File: src/rtl/tlb_op_ctrl_if.sv
// tlb_op_ctrl_if: pipeline/MMU-facing signals of the CP0 TLB maintenance sequencer.
interface tlb_op_ctrl_if;
  logic        op_valid;
  logic [1:0]  op_code;
  logic        op_ready;
  logic        busy;
  logic [31:0] entry_hi;
  logic [31:0] entry_lo0;
  logic [31:0] entry_lo1;
  logic [31:0] index_i;
  logic [3:0]  wired_i;
  logic        wired_we;
  logic [83:0] tlb_config;
  logic        tlbwi;
  logic        tlbp;
  logic [31:0] tlbp_result;
  logic        index_we;
  logic [31:0] index_wdata;
  logic [31:0] random_o;
  modport slave (
    input  op_valid, op_code, entry_hi, entry_lo0, entry_lo1, index_i,
           wired_i, wired_we, tlbp_result,
    output op_ready, busy, tlb_config, tlbwi, tlbp, index_we, index_wdata, random_o
  );
  modport master (
    output op_valid, op_code, entry_hi, entry_lo0, entry_lo1, index_i,
           wired_i, wired_we, tlbp_result,
    input  op_ready, busy, tlb_config, tlbwi, tlbp, index_we, index_wdata, random_o
  );
endinterface

File: src/rtl/tlb_op_ctrl.sv
// tlb_op_ctrl: CP0-side TLB maintenance sequencer (TLBWI/TLBWR/TLBP, Index write-back, Random).
// TLBWR and the Random counter are built only when TLBWR_EN is defined.
module tlb_op_ctrl #(
  parameter int TLB_ENTRIES = 16
) (
  input logic          clk,
  input logic          rst_n,
  tlb_op_ctrl_if.slave bus
);
  localparam logic [3:0] RND_MAX = 4'(TLB_ENTRIES - 1);
  typedef enum logic [1:0] {IDLE, WRITE, PROBE, PROBE_WAIT} state_t;
  state_t      state_q, state_d;
  logic [83:0] cfg_q, cfg_d;
  logic [3:0]  rnd_q;
  logic [3:0]  idx;
  logic        accept, is_wr, is_wi, is_p;
  logic        unused;
  assign accept = bus.op_valid & bus.op_ready;
  assign is_wi  = bus.op_code == 2'b00;
  assign is_p   = bus.op_code == 2'b10;
`ifdef TLBWR_EN
  logic [3:0] rnd_d;
  assign is_wr = bus.op_code == 2'b01;
  // Wired write wins; a Wired at/above the top pins Random at the top entry.
  assign rnd_d = (bus.wired_we || bus.wired_i >= RND_MAX || rnd_q == bus.wired_i || rnd_q == 4'd0)
                 ? RND_MAX : rnd_q - 4'd1;
  always_ff @(posedge clk or negedge rst_n)
    if (!rst_n) rnd_q <= RND_MAX;
    else        rnd_q <= rnd_d;
  assign unused = ^{bus.entry_hi[12:8], bus.entry_lo0[31:30], bus.entry_lo0[5:3],
                    bus.entry_lo1[31:30], bus.entry_lo1[5:3], bus.index_i[31:4],
                    bus.tlbp_result[30:4]};
`else
  assign is_wr  = 1'b0;
  assign rnd_q  = RND_MAX;
  assign unused = ^{bus.entry_hi[12:8], bus.entry_lo0[31:30], bus.entry_lo0[5:3],
                    bus.entry_lo1[31:30], bus.entry_lo1[5:3], bus.index_i[31:4],
                    bus.tlbp_result[30:4], bus.wired_i, bus.wired_we};
`endif
  // TLBWR captures Random as it was before this cycle's update.
  assign idx   = is_wr ? rnd_q : bus.index_i[3:0];
  assign cfg_d = {idx, bus.entry_hi[31:13], bus.entry_hi[7:0],
                  bus.entry_lo0[0] & bus.entry_lo1[0],
                  bus.entry_lo1[29:6], bus.entry_lo1[2], bus.entry_lo1[1],
                  bus.entry_lo0[29:6], bus.entry_lo0[2], bus.entry_lo0[1]};
  always_comb begin
    state_d = IDLE;
    case (state_q)
      IDLE:    state_d = !accept ? IDLE : (is_wi || is_wr) ? WRITE : is_p ? PROBE : IDLE;
      PROBE:   state_d = PROBE_WAIT;
      default: state_d = IDLE;
    endcase
  end
  always_ff @(posedge clk or negedge rst_n)
    if (!rst_n) begin
      state_q <= IDLE;
      cfg_q   <= '0;
    end else begin
      state_q <= state_d;
      if (accept) cfg_q <= cfg_d;
    end
  assign bus.op_ready    = state_q == IDLE;
  assign bus.busy        = state_q != IDLE;
  assign bus.tlbwi       = state_q == WRITE;
  assign bus.tlbp        = state_q == PROBE;
  assign bus.index_we    = state_q == PROBE_WAIT;
  assign bus.index_wdata = bus.index_we ? {bus.tlbp_result[31], 27'b0, bus.tlbp_result[3:0]} : 32'b0;
  assign bus.tlb_config  = cfg_q;
  assign bus.random_o    = {28'b0, rnd_q};
endmodule

File: src/flat_wrapper.sv
// flat-port wrapper written by rule: the top's interface ports become plain ports
module tlb_op_ctrl_flat 
#(
  parameter int TLB_ENTRIES = 16
)
  (clk, rst_n, bus_op_valid, bus_op_code, bus_entry_hi, bus_entry_lo0, bus_entry_lo1, bus_index_i, bus_wired_i, bus_wired_we, bus_tlbp_result, bus_op_ready, bus_busy, bus_tlb_config, bus_tlbwi, bus_tlbp, bus_index_we, bus_index_wdata, bus_random_o);
  tlb_op_ctrl_if bus_i ();
  input logic clk;
  input logic rst_n;
  input wire logic [$bits(bus_i.op_valid)-1:0] bus_op_valid;
  input wire logic [$bits(bus_i.op_code)-1:0] bus_op_code;
  input wire logic [$bits(bus_i.entry_hi)-1:0] bus_entry_hi;
  input wire logic [$bits(bus_i.entry_lo0)-1:0] bus_entry_lo0;
  input wire logic [$bits(bus_i.entry_lo1)-1:0] bus_entry_lo1;
  input wire logic [$bits(bus_i.index_i)-1:0] bus_index_i;
  input wire logic [$bits(bus_i.wired_i)-1:0] bus_wired_i;
  input wire logic [$bits(bus_i.wired_we)-1:0] bus_wired_we;
  input wire logic [$bits(bus_i.tlbp_result)-1:0] bus_tlbp_result;
  output wire logic [$bits(bus_i.op_ready)-1:0] bus_op_ready;
  output wire logic [$bits(bus_i.busy)-1:0] bus_busy;
  output wire logic [$bits(bus_i.tlb_config)-1:0] bus_tlb_config;
  output wire logic [$bits(bus_i.tlbwi)-1:0] bus_tlbwi;
  output wire logic [$bits(bus_i.tlbp)-1:0] bus_tlbp;
  output wire logic [$bits(bus_i.index_we)-1:0] bus_index_we;
  output wire logic [$bits(bus_i.index_wdata)-1:0] bus_index_wdata;
  output wire logic [$bits(bus_i.random_o)-1:0] bus_random_o;
  assign bus_i.op_valid = bus_op_valid;
  assign bus_i.op_code = bus_op_code;
  assign bus_i.entry_hi = bus_entry_hi;
  assign bus_i.entry_lo0 = bus_entry_lo0;
  assign bus_i.entry_lo1 = bus_entry_lo1;
  assign bus_i.index_i = bus_index_i;
  assign bus_i.wired_i = bus_wired_i;
  assign bus_i.wired_we = bus_wired_we;
  assign bus_i.tlbp_result = bus_tlbp_result;
  assign bus_op_ready = bus_i.op_ready;
  assign bus_busy = bus_i.busy;
  assign bus_tlb_config = bus_i.tlb_config;
  assign bus_tlbwi = bus_i.tlbwi;
  assign bus_tlbp = bus_i.tlbp;
  assign bus_index_we = bus_i.index_we;
  assign bus_index_wdata = bus_i.index_wdata;
  assign bus_random_o = bus_i.random_o;
  tlb_op_ctrl #(.TLB_ENTRIES(TLB_ENTRIES)) u_core (.clk(clk), .rst_n(rst_n), .bus(bus_i));
endmodule
File: config.mk
export PLATFORM = sky130hd
export DESIGN_NAME = tlb_op_ctrl_flat
export DESIGN_NICKNAME = d
export VERILOG_FILES = /design/src/rtl/tlb_op_ctrl_if.sv /design/src/rtl/tlb_op_ctrl.sv /design/src/flat_wrapper.sv
export SDC_FILE = /design/constraint.sdc
export NUM_CORES = 1
export LEC_CHECK = 0
export CORE_AREA = 2 2 126 128
export CTS_CLUSTER_SIZE = 24
export DETAILED_ROUTE_END_ITERATION = 8
export DIE_AREA = 0 0 128 130
export PLACE_DENSITY = 0.64
export SETUP_SLACK_MARGIN = 0.3
export SLEW_MARGIN = 25
export SYNTH_ARGS = -nofsm -noshare
export SYNTH_HDL_FRONTEND = slang
export SYNTH_SLANG_ARGS = --single-unit
File: constraint.sdc
create_clock -name clk -period 2 [get_ports clk]
set_clock_uncertainty 0.15 [all_clocks]
set_input_delay 0.3 -clock clk [delete_from_list [all_inputs] [get_ports clk]]
set_output_delay 0.3 -clock clk [all_outputs]
set_load 0.01 [all_outputs]
==> impl_metrics.toml, run 1 <==
[outcome]
status = "completed"

[power_and_ir_drop]
leakagePower_nw = 3.23
p_seq_frac = 0.324
pwr-share-clk = 0.197
netSwitchingPower_w = 0.00282
powerDensity_nw_per_um2 = 1460
netSwitchingFraction = 0.298
combinationalPowerShare = 0.479
p_int_w = 0.00665
peakVddDrop_uv = 547

[logic_synthesis]
seq_area_frac_synth = 0.566
netlist_top_cells_area = "dfrtp_1 (57%), mux2_1 (17%), buf_4 (12%)"
synth_xor_area_frac = 0
synth_top_area_share = 0.566
synth_seq_cells = 86
postSynthCellCount = 259
yosysMostFrequentCell = "dfrtp_1"
yosys_warnings = 0
synth_area_per_cell_um2 = 14.7
async_flop_share = 1.00
synthSimpleGateAreaFrac = 0.0227
ys_types = 21
synth_commonest_cells = "dfrtp_1 (86), buf_4 (59), mux2_1 (59)"
yosysTopAreaCell = "dfrtp_1"
synthAdderAreaFrac = 0
synth_area_um2 = 3800
synth-compound-area-share = 0.00263
synth_edf_count = 0
synth_top_family_by_area = "multiplexers"
yosys-mux-area-fraction = 0.249
synth_ff_type = "dfrtp_1"

[timing]
hold_violations = 0
rsz0062_at_grt = "yes"
post-route-period-util = 0.940
maxSlewViolCount = 0
fin_crit_ns = 1.88
max_freq_mhz = 532
fin_hold_ws_ns = 0.253
setup_viol = 0

[grt]
grt_overflow = 0
grt_pass1_vias = 2666
grt_max_degree = 52
grt_pass1_wl_mm = 12.6
antenna_found_initial = 0
grt_use_total = 0.0976

[setup_path]
required_ns = 2.06
setup.worst_path.end_class = "flip-flop"
r2r_slack_ns = 0.12
crit_path_start = "u_core.state_q[0]"
r2r-start = "u_core.state_q[0]"
worst_setup_path_start_kind = "flip-flop"
crit_arrival_ns = 1.94
path_max_fanout = 7
path_class = "flip-flop to flip-flop"

[place]
io_buffers = 188
dp.cells = 635
gp_congestion = 0.696
dp_hpwl_mm = 6.44

[clocking]
clkLatencyLatePin_ns = 0.33
cts_tree = "yes"
clk_pin_slew_ns = 0.06
clock-sinks = 86
root_buffer = "clkbuf_16"
cts-buffers-inserted = 9
htreeDepth = 3
clockBufferDepth = 2

[flow_run]
cap_viol_max_count = 0

[die]
die_width_um = 128
dieArea_um2 = 16600
top_level_ports = 323
die_y_um = 130
start_util = 0.246
rows = 46
core_region_area_um2 = 15400

[drt]
drt_first_iter_violations = 58
drt-wirelength-per-cell_um = 14.7
drc = 0
drtAntennaViolNets = 0
drt_wl_total_mm = 9.81
firstDrtPassIters = 3
viasPerCell = 3.94
route.vias.total = 2633

[worst_hold_path]
min_path_type = "input pin to asynchronous set/reset pin"

[cells_and_area]
num_antenna_cells = 0
synthToLayoutAreaGrowth_pct = 70.4
fill_cells = 1420
nets = 642
finalNonFillerCells = 669
layout-drive-gt1-share = 0.231
flip-flops by register name (all words and copies together) (netlist names):
register	flops
u_core.state_q	2
u_core.bus.tlb_config	84
area by class of cell:
class                      instances  area, µm²  share of cell area
timing repair buffer             214       2300               0.355
multi-input combinational        158       1440               0.223
inverter                           3       11.3             0.00174
clock buffer                      12        236              0.0365
sequential                        86       2150               0.332
clock inverter                     4       95.1              0.0147
tap                              192        240              0.0371
repair_timing:
action | 4_1_cts | 5_1_grt
pin swaps | 2 | 2
gates cloned | 0 | 8
hold endpoints to repair | 20 | 0
endpoints found under the setup margin | 45 | 127
gates resized for setup | 78 | 94
setup buffers | 5 | 4
hold buffers | 1 | 0
placed cells by master (no fill, tap or decap), drive strengths merged:
cell | synthesis | final
clkdlybuf4s50 | 0 | 107
dfrtp | 86 | 86
mux2 | 83 | 83
conb | 2 | 59
dlymetal6s2s | 0 | 38
dlygate4sd2 | 0 | 32
buf | 68 | 30
clkbuf | 1 | 17
and3 | 5 | 5
inv | 3 | 3
bufinv | 0 | 3
a21oi | 2 | 2
nor2 | 1 | 1
or2 | 1 | 1
nand3b | 1 | 1
or3b | 1 | 1
nor2b | 1 | 1
and2 | 1 | 1
nor3b | 1 | 1
nand2 | 1 | 1
mux2i | 1 | 1
clkinv | 0 | 1
dlygate4sd3 | 0 | 1
clkdlybuf4s15 | 0 | 1
metrics by stage:
step           cell area [µm²]  setup slack [ns]  TNS, ns   util  power [W]
2_1_floorplan             4010             0.397        0      -    0.00489
3_5_place_dp              5660           -0.0420    -1.53  0.367    0.00716
4_1_cts                   5990             0.119        0  0.388    0.00888
3_3_place_gp              5660           -0.0232   -0.485  0.367    0.00704
5_1_grt                   6480            0.0647        0  0.420     0.0100
6_report                  6480             0.119        0  0.420    0.00947
logic make-up (layout without fill, tap and decap cells):
family                 count (synthesis)  count (layout)
buffers and inverters                 72             233
AND/OR/NAND/NOR                       13              13
flip-flops                            86              86
AO/OA/AOI/OAI                          2               2
other                                  2              59
multiplexers                          84              84
routing by layer:
metal | share of wire | GRT usage | vias up
met1 | 0.38 | 0.0966 | 1286
li1 | - | - | 1183
met3 | 0.093 | 0.0439 | 16
met5 | 0 | 0 | -
met4 | 0.019 | 0.0517 | 0
met2 | 0.51 | 0.173 | 148
worst paths after layout:
| path | end | cells after the start |
|---|---|---|
| hold / removal | u_core.bus.tlb_config[6] | 2 |
| setup reg to reg | u_core.bus.tlb_config[17] | 6 |
| hold reg to reg | u_core.bus.tlb_config[16] | 1 |
| min in group clk | u_core.bus.tlb_config[16] | 1 |
| max in group asynchronous | u_core.bus.tlb_config[16] | 3 |
| setup / recovery | u_core.bus.tlb_config[17] | 6 |
critical path: stages, from the launching register on:
cell and delay, ns:
dfrtp_2 0.43, buf_6 0.13, buf_6 0.11, nor3b_4 0.27, buf_6 0.19, clkbuf_16 0.18
mux2_4 0.30
power groups by stage:
| stage | sequential, W | combinational, W | clock, W |
|---|---|---|---|
| after floorplan | 0.00349 | 0.00140 | 0 |
| after global placement | 0.00306 | 0.00398 | 0 |
| after detailed placement | 0.00312 | 0.00404 | 0 |
| after CTS | 0.00307 | 0.00388 | 0.00194 |
| after global routing | 0.00319 | 0.00483 | 0.00201 |
| final | 0.00307 | 0.00453 | 0.00187 |
Power figures use the tool's default switching activity.
==> run 2: changes to the inputs <==
--- a/config.mk
+++ b/config.mk
@@ -6,6 +6,7 @@
 export NUM_CORES = 1
 export LEC_CHECK = 0
 export CORE_AREA = 2 2 126 128
+export CTS_CLUSTER_DIAMETER = 80
 export CTS_CLUSTER_SIZE = 24
 export DETAILED_ROUTE_END_ITERATION = 8
 export DIE_AREA = 0 0 128 130
==> results of run 2 <==
No change in the layout: final DEF, timing and power equal those of run 1.
